$ cat src/rtl/pcd_ctrl_gen.sv
// PACODAG control-data generator: queues requests and packet statuses
// and emits one 2-word control frame per request.
module pcd_ctrl_gen #(
  parameter  int DATA_WIDTH = 64,
  parameter  int REQ_DEPTH  = 4,
  localparam int RW = $clog2(DATA_WIDTH / 8)
) (
  input  logic                  CLK,
  input  logic                  RESET,
  input  logic                  CTRL_SOP,
  output logic                  CTRL_RDY,
  input  logic                  CTRL_STAT,
  input  logic                  CTRL_STAT_DV,
  output logic [DATA_WIDTH-1:0] CTRL_DATA,
  output logic [RW-1:0]         CTRL_REM,
  output logic                  CTRL_SRC_RDY_N,
  input  logic                  CTRL_DST_RDY_N,
  output logic                  CTRL_SOP_N,
  output logic                  CTRL_EOP_N,
  output logic                  ERR
);
  localparam int AW = $clog2(REQ_DEPTH);
  localparam int CW = AW + 1;

  typedef enum logic [1:0] {IDLE, W0, W1} state_t;
  state_t state, nxt;

  logic [63:0]          req_mem [REQ_DEPTH];
  logic [REQ_DEPTH-1:0] st_mem;
  logic [AW-1:0]        req_wp, req_rp, st_wp, st_rp;
  logic [CW-1:0]        req_cnt, st_cnt;
  logic [31:0]          ts, seq;
  logic                 avail, avail_q, acc, st_push, orphan;
  logic                 pop, cur_stat;

  assign CTRL_RDY = !RESET && (req_cnt != CW'(REQ_DEPTH));
  assign acc      = CTRL_SOP && CTRL_RDY;
  assign avail    = (req_cnt != '0) && (st_cnt != '0);
  // req_cnt - st_cnt counts requests still waiting for their status
  assign st_push  = CTRL_STAT_DV && (req_cnt > st_cnt);
  assign orphan   = CTRL_STAT_DV && !(req_cnt > st_cnt);

  always_comb begin
    nxt = state;
    pop = 1'b0;
    case (state)
      IDLE: begin
        if (avail && avail_q) begin
          nxt = W0;
          pop = 1'b1;
        end
      end
      W0: begin
        if (!CTRL_DST_RDY_N) nxt = W1;
      end
      W1: begin
        if (!CTRL_DST_RDY_N) begin
          if (avail) begin
            nxt = W0;
            pop = 1'b1;
          end else begin
            nxt = IDLE;
          end
        end
      end
      default: nxt = IDLE;
    endcase
  end

  always_ff @(posedge CLK) begin
    if (acc) req_mem[req_wp] <= {ts, seq};
    if (st_push) st_mem[st_wp] <= CTRL_STAT;
  end

  always_ff @(posedge CLK) begin
    if (RESET) begin
      state          <= IDLE;
      req_wp         <= '0;
      req_rp         <= '0;
      st_wp          <= '0;
      st_rp          <= '0;
      req_cnt        <= '0;
      st_cnt         <= '0;
      ts             <= '0;
      seq            <= '0;
      avail_q        <= 1'b0;
      cur_stat       <= 1'b0;
      ERR            <= 1'b0;
      CTRL_DATA      <= '0;
      CTRL_REM       <= '0;
      CTRL_SRC_RDY_N <= 1'b1;
      CTRL_SOP_N     <= 1'b1;
      CTRL_EOP_N     <= 1'b1;
    end else begin
      state   <= nxt;
      ts      <= ts + 32'd1;
      avail_q <= avail;
      if (orphan) ERR <= 1'b1;
      if (acc) begin
        req_wp <= req_wp + AW'(1);
        seq    <= seq + 32'd1;
      end
      if (st_push) st_wp <= st_wp + AW'(1);
      if (pop) begin
        req_rp <= req_rp + AW'(1);
        st_rp  <= st_rp + AW'(1);
      end
      case ({acc, pop})
        2'b10:   req_cnt <= req_cnt + CW'(1);
        2'b01:   req_cnt <= req_cnt - CW'(1);
        default: req_cnt <= req_cnt;
      endcase
      case ({st_push, pop})
        2'b10:   st_cnt <= st_cnt + CW'(1);
        2'b01:   st_cnt <= st_cnt - CW'(1);
        default: st_cnt <= st_cnt;
      endcase
      // status is latched at pop since its slot may be refilled meanwhile
      if (pop) begin
        CTRL_DATA      <= DATA_WIDTH'(req_mem[req_rp]);
        CTRL_REM       <= '1;
        CTRL_SRC_RDY_N <= 1'b0;
        CTRL_SOP_N     <= 1'b0;
        CTRL_EOP_N     <= 1'b1;
        cur_stat       <= st_mem[st_rp];
      end else if (state == W0 && !CTRL_DST_RDY_N) begin
        CTRL_DATA  <= DATA_WIDTH'(cur_stat);
        CTRL_REM   <= RW'(3);
        CTRL_SOP_N <= 1'b1;
        CTRL_EOP_N <= 1'b0;
      end else if (state == W1 && !CTRL_DST_RDY_N) begin
        CTRL_DATA      <= '0;
        CTRL_REM       <= '0;
        CTRL_SRC_RDY_N <= 1'b1;
        CTRL_EOP_N     <= 1'b1;
      end
    end
  end
endmodule

$ cat config.mk
export PLATFORM = sky130hd
export DESIGN_NAME = pcd_ctrl_gen
export DESIGN_NICKNAME = d
export VERILOG_FILES = /design/src/rtl/pcd_ctrl_gen.sv
export SDC_FILE = /design/constraint.sdc
export NUM_CORES = 1
export LEC_CHECK = 0
export CAP_MARGIN = 20
export CORE_UTILIZATION = 40
export CTS_CLUSTER_SIZE = 10
export DETAILED_ROUTE_END_ITERATION = 8
export PLACE_DENSITY = 0.62
export SLEW_MARGIN = 10
export SYNTH_ARGS = -nofsm -noshare
export SYNTH_HDL_FRONTEND = slang
export SYNTH_SLANG_ARGS = --single-unit
$ cat constraint.sdc
create_clock -name CLK -period 7.1 [get_ports CLK]
set_input_delay 2.13 -clock CLK [delete_from_list [all_inputs] [get_ports CLK]]
set_output_delay 2.13 -clock CLK [all_outputs]
set_load 0.02 [all_outputs]
==> results.toml <==
[status]
run_status = "finished, final reports clean"

[synthesis]
seq_area_frac_synth = 0.694
synth_nets = 1018
syn_inst = 995
syn_area_per_cell_um2 = 15.8
synthArstFlopShare = 0
ys_types = 56
synth_edf_count = 260
yosysTopAreaCellShare = 0.498
synth_warnings = 0
synth_seq_cells = 414
synthTopCellsByArea = "edfxtp_1 (50%), dfxtp_1 (20%), mux4_2 (9.3%)"
yosysTopAreaCell = "edfxtp_1"
synth_top_flop_cell = "edfxtp_1"
synth.cell_area_um2 = 15700

[drt]
viasPerCell = 5.32
vias = 8697
ant_nets = 0
drtIter0Drc = 544
wire_per_inst_um = 18.5
drc = 0
dr.pass1.iters = 5
totalWireLength_um = 30300

[grt]
grt_util_met3 = 0.0282
grt_max_degree = 56
grt_first_pass_wirelength_um = 48100
top_usage_layer = "met2"
grt_use_met2 = 0.251
antenna_found_initial = 0
grt_overflow = 0
grt_usage = 0.156
first_global_vias = 8632
use_met1 = 0.217

[pwr]
power_mw = 4.84
ir_drop_mv = 0.151
p_per_area_nw_per_um2 = 264
leakage_nw = 6.03

[clock_network]
cts_setup_buffers = 0
cts_root_buffer = "clkbuf_16"
cts_made_buffers = 47
cts.sinks = 414
tritoncts = "built"
insertion_delay_ns = 0.55
cts_buffer_depth = 3
cts.hold.buffers_added = 0
cts.reportedPaths.clkPinSlew_ns = 0.05
cts.repair.resized = 0
htree_levels = 2

[floorplan]
fp.dieH_um = 200
initial_utilization = 0.406
pin_count = 78
die-area_um2 = 40000
dieWidth_um = 200
rows = 72
core_um2 = 38600

[timing]
finalSetupViolCount = 0
fmax_ghz = 0.198
skew_ns = 0.0201
worst_slack_ns = 2.04
setup_tns_ns = 0
period_minus_slack_ns = 5.06
rsz0062_at_grt = "false"
final_max_slew_viol_count = 0
max_slew_margin = 0.343
worstMarginPinSlew_ns = 0.986
final_hold_viol_count = 0
post-route-period-util = 0.713

[setup_path]
cp-end-kind = "output port"
required_ns = 4.97
slowest_delay_ns = 0.60
path_class = "input port to output port"
slowest_stage = "clkdlybuf4s50_1"
critPathLaunchType = "input port"
critPathMaxFanout = 2
cp.arrival_ns = 2.93
crit_chain = "buf_2, nor2_1, clkdlybuf4s50_1"
r2r_cells = 12

[finish]
final_nets = 1105
area_delta_synth_final_pct = 16.8
drive_above_1_share = 0.136
layout_common_cells = "edfxtp_1 (260), dfxtp_1 (152), clkdlybuf4s50_1 (76), mux4_2 (65), a22o_1 (63)"
seq_area_um2 = 10900
fillers = 3281
final_common_cell = "edfxtp_1"
design_area_um2 = 18300
multi_input_area_um2 = 4460
n_antenna_cell = 0
stdcell_count = 1636

[placement]
port_buffers = 77
routabilityCongestion = 0.768
dpl.hpwl_um = 17700
dp.cells = 1551
dp_worst_setup_slack_ns = 2.04
dpl_cell_area_um2 = 17000

[min_path]
hold_depth = 2
hold_path_class = "flop to flop"

[flow_run]
max-cap-violations = 0
-- state kept, by name, summed over array words and instances, names as in the netlist, 3 cells and up, named ones only --
register   cells
req_cnt        3
st_mem         4
ts            32
st_cnt         3
seq           32
req_mem      256
CTRL_DATA     64
-- worst max-delay path: cells and delay by family --
family                 cells  cell delay (ns)
buffers and inverters      2             0.70
AND/OR/NAND/NOR            1             0.09
-- worst paths after layout --
| check | startpoint | endpoint | slack [ns] |
|---|---|---|---|
| max | RESET | CTRL_RDY | 2.04 |
| min | ERR$_SDFFE_PP0P_ | ERR$_SDFFE_PP0P_ | 0.45 |
| max reg2reg | req_cnt[0]$_SDFFE_PP0P_ | st_cnt[2]$_SDFFE_PP0P_ | 4.23 |
| min reg2reg | ERR$_SDFFE_PP0P_ | ERR$_SDFFE_PP0P_ | 0.45 |
-- synthesized netlist by cell type, types with 2 or more instances --
cell type	count
and2_1	6
clkbuf_1	28
mux2_2	5
o31ai_1	20
o21ai_0	20
nor2_1	37
nand4_1	18
dfxtp_1	154
a21oi_1	45
mux2i_1	2
or3_1	12
inv_1	32
buf_2	16
nor4_1	8
and4_1	9
a22o_1	63
a211oi_1	2
or2_2	3
or4_1	19
edfxtp_1	260
nor3_1	11
o21a_1	4
o41ai_1	12
xor2_1	14
nand2_1	27
nor2b_1	6
xnor2_1	8
nand4b_1	4
nand3_1	24
fa_1	2
and3_1	9
buf_1	6
ha_1	15
mux4_2	65
o311ai_0	8
-- per-layer routing --
metal / up-vias / routed length [µm]
li1: 4135 / -
met1: 4338 / 14100
met2: 172 / 14300
met3: 52 / 1290
met4: 0 / 642
met5: - / 0
-- cell type report --
| cell class | count | area share |
|---|---|---|
| timing repair buffer | 90 | 0.0471 |
| clock inverter | 4 | 0.00171 |
| tap | 518 | 0.0354 |
| sequential | 414 | 0.595 |
| multi-input combinational | 496 | 0.243 |
| clock buffer | 81 | 0.0711 |
| inverter | 33 | 0.00676 |
-- stage by stage --
stage	utilization	hold slack [ns]
2_1_floorplan	-	0.442
3_3_place_gp	0.440	0.432
3_5_place_dp	0.440	0.438
4_1_cts	0.474	0.455
5_1_grt	0.474	0.467
6_report	0.474	0.454
-- report_power, final --
group / internal [mW] / total, mW / switching (mW)
combinational: 0.0433 / 0.123 / 0.0794
sequential: 2.57 / 2.59 / 0.0164
clock: 1.24 / 2.13 / 0.887
total: 3.86 / 4.84 / 0.983
-- cells by family after synthesis --
group,share of synthesized area
flip-flops,0.694
AND/OR/NAND/NOR,0.0743
AO/OA/AOI/OAI,0.0833
buffers and inverters,0.0223
multiplexers,0.0991
XOR/XNOR,0.0123
adder cells (fa/ha/maj),0.0145
(Power assumes the default switching activity.)
